File: src/rtl/muldiv_ctrl_pkg.sv
// Shared definitions for the HI/LO multiply/divide sequencer:
// funct codes, FSM state encoding and the default operand width.
package muldiv_ctrl_pkg;

    localparam int WIDTH_DEFAULT = 32;

    localparam logic [5:0] FN_MFHI  = 6'd16;
    localparam logic [5:0] FN_MTHI  = 6'd17;
    localparam logic [5:0] FN_MFLO  = 6'd18;
    localparam logic [5:0] FN_MTLO  = 6'd19;
    localparam logic [5:0] FN_MULT  = 6'd24;
    localparam logic [5:0] FN_MULTU = 6'd25;
    localparam logic [5:0] FN_DIV   = 6'd26;
    localparam logic [5:0] FN_DIVU  = 6'd27;

    typedef enum logic [1:0] {
        ST_IDLE = 2'd0,
        ST_MUL  = 2'd1,
        ST_DIV  = 2'd2,
        ST_FIX  = 2'd3
    } state_t;

    // True for every funct this block owns (HI/LO moves and mul/div).
    function automatic logic in_group(input logic [5:0] fn);
        return (fn[5:2] == 4'b0100) || (fn[5:2] == 4'b0110);
    endfunction

    function automatic logic is_muldiv(input logic [5:0] fn);
        return fn[5:2] == 4'b0110;
    endfunction

endpackage

File: src/rtl/muldiv_iter.sv
// One iteration of the shared datapath: a shift-add multiply step or a
// restoring-division step on the {acc_hi, acc_lo} register pair.
module muldiv_iter #(
    parameter int WIDTH = 32
) (
    input  logic [WIDTH-1:0] acc_hi,
    input  logic [WIDTH-1:0] acc_lo,
    input  logic [WIDTH-1:0] operand,
    input  logic             div_mode,
    output logic [WIDTH-1:0] hi_next,
    output logic [WIDTH-1:0] lo_next
);

    logic [WIDTH:0] sum;
    logic [WIDTH:0] shifted;
    logic [WIDTH:0] diff;

    always_comb begin
        sum     = {1'b0, acc_hi} + (acc_lo[0] ? {1'b0, operand} : '0);
        shifted = {acc_hi, acc_lo[WIDTH-1]};
        diff    = shifted - {1'b0, operand};
        hi_next = '0;
        lo_next = '0;
        if (div_mode) begin
            // diff[WIDTH] is the borrow: set means the trial subtract failed.
            if (!diff[WIDTH]) begin
                hi_next = diff[WIDTH-1:0];
                lo_next = {acc_lo[WIDTH-2:0], 1'b1};
            end else begin
                hi_next = shifted[WIDTH-1:0];
                lo_next = {acc_lo[WIDTH-2:0], 1'b0};
            end
        end else begin
            hi_next = sum[WIDTH:1];
            lo_next = {sum[0], acc_lo[WIDTH-1:1]};
        end
    end

endmodule

File: src/rtl/muldiv_ctrl.sv
// Iterative MULT/MULTU/DIV/DIVU sequencer owning the MIPS HI/LO pair;
// also executes MFHI/MTHI/MFLO/MTLO and stalls EX while an op is in flight.
module muldiv_ctrl
    import muldiv_ctrl_pkg::*;
#(
    parameter int WIDTH = WIDTH_DEFAULT
) (
    input  logic             i_clk,
    input  logic             i_rst_n,
    input  logic             i_valid,
    input  logic [5:0]       i_funct,
    input  logic [WIDTH-1:0] i_rs_data,
    input  logic [WIDTH-1:0] i_rt_data,
    input  logic             i_flush,
    output logic             o_stall,
    output logic             o_busy,
    output logic             o_done,
    output logic [WIDTH-1:0] o_result,
    output logic [WIDTH-1:0] o_hi,
    output logic [WIDTH-1:0] o_lo
);

    localparam int CW = $clog2(WIDTH) + 1;

    state_t           state;
    logic [CW-1:0]    cnt;
    logic [WIDTH-1:0] hi, lo;
    logic [WIDTH-1:0] acc_hi, acc_lo, operand;
    logic             mode_div, neg_q, neg_r, div0, done;

    logic             signed_op;
    logic [WIDTH-1:0] rs_mag, rt_mag;
    logic [WIDTH-1:0] iter_hi, iter_lo;

    logic [2*WIDTH-1:0] prod, prod_fix;
    logic [WIDTH-1:0]   quo_fix, rem_fix, fix_hi, fix_lo;

    assign signed_op = (i_funct == FN_MULT) || (i_funct == FN_DIV);
    assign rs_mag    = (signed_op && i_rs_data[WIDTH-1]) ? -i_rs_data : i_rs_data;
    assign rt_mag    = (signed_op && i_rt_data[WIDTH-1]) ? -i_rt_data : i_rt_data;

    muldiv_iter #(.WIDTH(WIDTH)) u_iter (
        .acc_hi   (acc_hi),
        .acc_lo   (acc_lo),
        .operand  (operand),
        .div_mode (state == ST_DIV),
        .hi_next  (iter_hi),
        .lo_next  (iter_lo)
    );

    // Divide-by-zero keeps the all-ones quotient unsigned; the remainder
    // path naturally restores the original rs.
    always_comb begin
        prod     = {acc_hi, acc_lo};
        prod_fix = neg_q ? -prod : prod;
        quo_fix  = (neg_q && !div0) ? -acc_lo : acc_lo;
        rem_fix  = neg_r ? -acc_hi : acc_hi;
        fix_hi   = mode_div ? rem_fix : prod_fix[2*WIDTH-1:WIDTH];
        fix_lo   = mode_div ? quo_fix : prod_fix[WIDTH-1:0];
    end

    always_ff @(posedge i_clk or negedge i_rst_n) begin
        if (!i_rst_n) begin
            state    <= ST_IDLE;
            cnt      <= '0;
            hi       <= '0;
            lo       <= '0;
            acc_hi   <= '0;
            acc_lo   <= '0;
            operand  <= '0;
            mode_div <= 1'b0;
            neg_q    <= 1'b0;
            neg_r    <= 1'b0;
            div0     <= 1'b0;
            done     <= 1'b0;
        end else begin
            done <= 1'b0;
            if (i_flush) begin
                state <= ST_IDLE;
                cnt   <= '0;
            end else begin
                case (state)
                    ST_IDLE: begin
                        if (i_valid && is_muldiv(i_funct)) begin
                            mode_div <= i_funct[1];
                            neg_q    <= signed_op && (i_rs_data[WIDTH-1] ^ i_rt_data[WIDTH-1]);
                            neg_r    <= signed_op && i_rs_data[WIDTH-1];
                            div0     <= i_funct[1] && (i_rt_data == '0);
                            acc_hi   <= '0;
                            acc_lo   <= i_funct[1] ? rs_mag : rt_mag;
                            operand  <= i_funct[1] ? rt_mag : rs_mag;
                            cnt      <= '0;
                            state    <= i_funct[1] ? ST_DIV : ST_MUL;
                        end else if (i_valid && i_funct == FN_MTHI) begin
                            hi <= i_rs_data;
                        end else if (i_valid && i_funct == FN_MTLO) begin
                            lo <= i_rs_data;
                        end
                    end
                    ST_MUL, ST_DIV: begin
                        acc_hi <= iter_hi;
                        acc_lo <= iter_lo;
                        if (cnt == CW'(WIDTH - 1)) begin
                            cnt   <= '0;
                            state <= ST_FIX;
                        end else begin
                            cnt <= cnt + CW'(1);
                        end
                    end
                    ST_FIX: begin
                        hi    <= fix_hi;
                        lo    <= fix_lo;
                        done  <= 1'b1;
                        state <= ST_IDLE;
                    end
                    default: state <= ST_IDLE;
                endcase
            end
        end
    end

    always_comb begin
        o_result = '0;
        if (i_valid && i_funct == FN_MFHI) o_result = hi;
        else if (i_valid && i_funct == FN_MFLO) o_result = lo;
    end

    assign o_stall = i_valid && in_group(i_funct) && (state != ST_IDLE);
    assign o_busy  = (state != ST_IDLE);
    assign o_done  = done;
    assign o_hi    = hi;
    assign o_lo    = lo;

endmodule

File: config.mk
export PLATFORM = sky130hd
export DESIGN_NAME = muldiv_ctrl
export DESIGN_NICKNAME = d
export VERILOG_FILES = /design/src/rtl/muldiv_ctrl_pkg.sv /design/src/rtl/muldiv_iter.sv /design/src/rtl/muldiv_ctrl.sv
export SDC_FILE = /design/constraint.sdc
export NUM_CORES = 1
export LEC_CHECK = 0
export ABC_AREA = 0
export CAP_MARGIN = 20
export CORE_MARGIN = 2
export CORE_UTILIZATION = 40
export CTS_BUF_LIST = sky130_fd_sc_hd__clkbuf_2 sky130_fd_sc_hd__clkbuf_4 sky130_fd_sc_hd__clkbuf_8
export DETAILED_ROUTE_END_ITERATION = 7
export HOLD_SLACK_MARGIN = 0.12
export PLACE_DENSITY_LB_ADDON = 0.08
export SLEW_MARGIN = 20
export SYNTH_ARGS = -nofsm -noshare
export SYNTH_HDL_FRONTEND = slang
export SYNTH_HIERARCHICAL = 1
export SYNTH_SLANG_ARGS = --single-unit
File: constraint.sdc
create_clock -name i_clk -period 4.19 [get_ports i_clk]
set_input_delay 0.419 -clock i_clk [delete_from_list [all_inputs] [get_ports i_clk]]
set_output_delay 0.419 -clock i_clk [all_outputs]
set_load 0.01 [all_outputs]
==> flow_metrics.env <==
export IMPL_asyncSetResetFlopFracSynth_pct=100
export IMPL_final_setup_tns_ps=0
export IMPL_largest_net_degree_at_the_start_of_global_routing=94
export IMPL_netlist_instances=1947
export IMPL_core_box_area_um2=38800
export IMPL_route_detailed_vias_per_inst=6.01
export IMPL_netlist_top_cells_count="nand2_1, nor2_1, dfrtp_1"
export IMPL_ys_warnings_count=6
export IMPL_layout_area_seq_um2=4330
export IMPL_sum_of_internal_switching_and_leakage_power_uw=13700
export IMPL_post_synth_cell_area_avg_um2=8.11
export IMPL_cpMaxStageDelayCell="dfrtp_1"
export IMPL_worstPathCellList="buf_4 -> and2_1 -> ha_1 -> nand3_1 -> o2111ai_1 -> nand3_1 -> o21ai_0 -> buf_4 -> nor3b_1 -> a21boi_0 -> xor2_1 -> a22oi_1 -> a22o_1"
export IMPL_detailed_route_via_count=15700
export IMPL_reg2reg_depth=13
export IMPL_critical_path_max_fanout=16
export IMPL_fin_cells=2607
export IMPL_timing_final_hold_violations=0
export IMPL_max_vdd_ir_drop_uv=382
export IMPL_required_ps=4580
export IMPL_die_height_um=203
export IMPL_use_met3_pct=5.78
export IMPL_power_per_cell_area_nw_per_um2=740
export IMPL_grt_most_used_layer="met1"
export IMPL_syn_num_nets=2095
export IMPL_dp_cells=2574
export IMPL_power_frac_comb_pct=65.6
export IMPL_maxCapViolations=0
export IMPL_critPathTopFamily="compound AO/OA/AOI/OAI gates"
export IMPL_grtUsageTotal_pct=29.6
export IMPL_grt_pass1_wl_um=92400
export IMPL_fin_nets=2224
export IMPL_share_clk_of_total_power_pct=9.8
export IMPL_number_of_global_route_vias_before_repair=14700
export IMPL_arrival_ps=4120
export IMPL_outcome="complete, no violations"
export IMPL_dominantRegCellSynth="dfrtp_1"
export IMPL_rsz_0062_raised_after_global_routing="no"
export IMPL_tightest_slew_ps=1000
export IMPL_finalMaxSlewViolations=0
export IMPL_critPathCaptureType="register"
export IMPL_share_of_layout_cells_above_drive_strength_1_pct=7.90
export IMPL_die_footprint_um2=41100
export IMPL_area_of_the_multi_input_gates_um2=10800
export IMPL_netSwitchingFraction_pct=50.7
export IMPL_synth_enable_flop_cells=0
export IMPL_drt_pre_antenna_iters=6
export IMPL_synth_seq_area_share_pct=27.4
export IMPL_cts_buffer_depth=2
export IMPL_ios=173
export IMPL_layout_area_overhead_vs_synth_pct=17.7
export IMPL_synth_top_area_cell="dfrtp_1"
export IMPL_effective_utilization_at_floorplan_pct=40.6
export IMPL_final_cell_utilization_of_the_core_pct=47.9
export IMPL_seqPwrFrac_pct=24.6
export IMPL_drc=0
export IMPL_yosysUniqueCellTypes=88
export IMPL_io_buffer_count=172
export IMPL_power_static_leakage_uw=0.00771
export IMPL_detail_route_wl_per_cell_um=23.5
export IMPL_cts_htree_levels=4
export IMPL_clock_fmax_mhz=268
export IMPL_ys_ff_latch=173
export IMPL_grt_use_met1_pct=43.3
export IMPL_globalRoute_totalOverflow=0
export IMPL_power_internal_uw=6770
export IMPL_worst_setup_start_kind="register"
export IMPL_finalSetupViolCount=0
export IMPL_cts_tree="built"
export IMPL_cts_made_buffers=17
export IMPL_layout_worst_path_cycle_share_pct=89.1
export IMPL_slew_headroom_pct=33.2
export IMPL_final_period_minus_worst_setup_slack_ps=3730
export IMPL_antenna_found_initial=0
export IMPL_gpl_final_weighted_congestion=0.975
export IMPL_crit_path_max_cell_delay_ps=570
export IMPL_holdPathStages=1
export IMPL_antenna_left=0
export IMPL_worst_skew_pair_latency_ps=510
export IMPL_criticalPathCategory="reg -> reg"
export IMPL_cts_post_setup_buffers_inserted=0
export IMPL_drt_initial_drc_count=1477
export IMPL_syn_cell_area_um2=15800
export IMPL_critical_path_buf_inv_count=2
export IMPL_final_fill_count=3892
export IMPL_fin_worst_skew_ps=26.2
export IMPL_worst_path_stages=13
export IMPL_hold_path_class="reg -> reg"
export IMPL_synth_top_area_share_pct=27.4
export IMPL_yosysMostFrequentCell="nand2_1"
export IMPL_final_hold_worst_slack_ps=505
export IMPL_wl_um=61400
export IMPL_yosys_top_cells_area="dfrtp_1, ha_1, xnor2_1"
export IMPL_placementRows=72
export IMPL_p_switching_uw=6970
export IMPL_global_route_track_usage_on_met2_pct=42.8
export IMPL_dp_hpwl_um=48400
export IMPL_root_buffer="clkbuf_8"
export IMPL_clock_sinks=173
export IMPL_clk_pin_slew_ps=100
export IMPL_die_x_um=203
[stage by stage]
step           setup slack [ps]  instance area (µm²)
2_1_floorplan              1090                15800
3_3_place_gp                612                18100
3_5_place_dp                532                18100
4_1_cts                     495                18600
5_1_grt                     246                18600
6_report                    458                18600
[power by group through the flow]
stage	logic, µW	clock network (µW)	registers (µW)
floorplan	5990	0	3130
global placement	8830	0	3380
detailed placement	8870	0	3410
CTS	8920	1370	3370
global route	9820	1440	3480
finish	9010	1350	3380
[cells in the final DEF (no fill, tap or decap), drive strengths merged, types with 34 or more instances in the layout]
cell,instances
a211oi,38
a21o,52
a21oi,116
a31oi,34
and2,43
buf,56
clkdlybuf4s50,170
dfrtp,173
ha,72
inv,72
mux2,37
mux2i,67
nand2,189
nand3,41
nor2,178
nor3,47
o21ai,137
xnor2,91
xor2,85
[cell families (layout without fill, tap and decap cells)]
logic type | count (synthesis) | in the layout | share of synthesized area, %
flip-flops | 173 | 173 | 27.4
XOR/XNOR | 176 | 176 | 9.93
adder cells (fa/ha/maj) | 74 | 74 | 5.96
other | 0 | 1 | 0
AND/OR/NAND/NOR | 651 | 651 | 20.1
multiplexers | 104 | 104 | 6.89
AO/OA/AOI/OAI | 586 | 586 | 25.1
buffers and inverters | 183 | 324 | 4.53
[sequential cells by signal (all words and copies together), names as in the netlist]
signal    flops
acc_hi       32
acc_lo       32
o_hi         32
o_lo         32
operand      32
cnt           6
state         2
div0          1
mode_div      1
neg_q         1
neg_r         1
o_done        1
[worst register-to-register path, cell delays in order, from the launching register on]
cell and delay (ps):
dfrtp_1 570, buf_4 260, and2_1 140, ha_1 360, nand3_1 120, o2111ai_1 340, nand3_1 210, o21ai_0 330
buf_4 200, nor3b_1 420, a21boi_0 200, xor2_1 160, a22oi_1 100, a22o_1 210
[final cells by class]
class / count / area share (%)
repair buffers: 227 / 11.7
clock buffers: 18 / 1.30
well taps: 518 / 3.49
multi-input cells: 1591 / 57.9
diodes: 1 / 0.0135
inverters: 66 / 1.33
flip-flops and latches: 173 / 23.3
clock inverters: 13 / 0.976
[final timing paths]
path,endpoint,slack [ps],startpoint
max in group asynchronous,o_hi[27]$_DFFE_PN0P_,2600,i_rst_n
min in group asynchronous,acc_hi[26]$_DFFE_PN0P_,520,i_rst_n
worst min-delay path,o_lo[24]$_DFFE_PN0P_,500,o_lo[24]$_DFFE_PN0P_
worst max register to register,acc_hi[25]$_DFFE_PN0P_,460,acc_lo[0]$_DFFE_PN0P_
worst min register to register,o_lo[24]$_DFFE_PN0P_,500,o_lo[24]$_DFFE_PN0P_
worst max-delay path,acc_hi[25]$_DFFE_PN0P_,460,acc_lo[0]$_DFFE_PN0P_
[metal layers]
metal / wire length (µm) / part of all wire (%) / up-vias
met5: 0 / 0 / -
met4: 2190 / 3.6 / 0
met3: 4630 / 7.5 / 79
li1: - / - / 7389
met2: 25800 / 42 / 639
met1: 28700 / 47 / 7570
[timing repair]
action                    CTS  global route
hold endpoints to repair   90             0
hold buffers                1             0
gates resized for setup     0             0
Note: power is estimated with default switching activity, not from simulation.
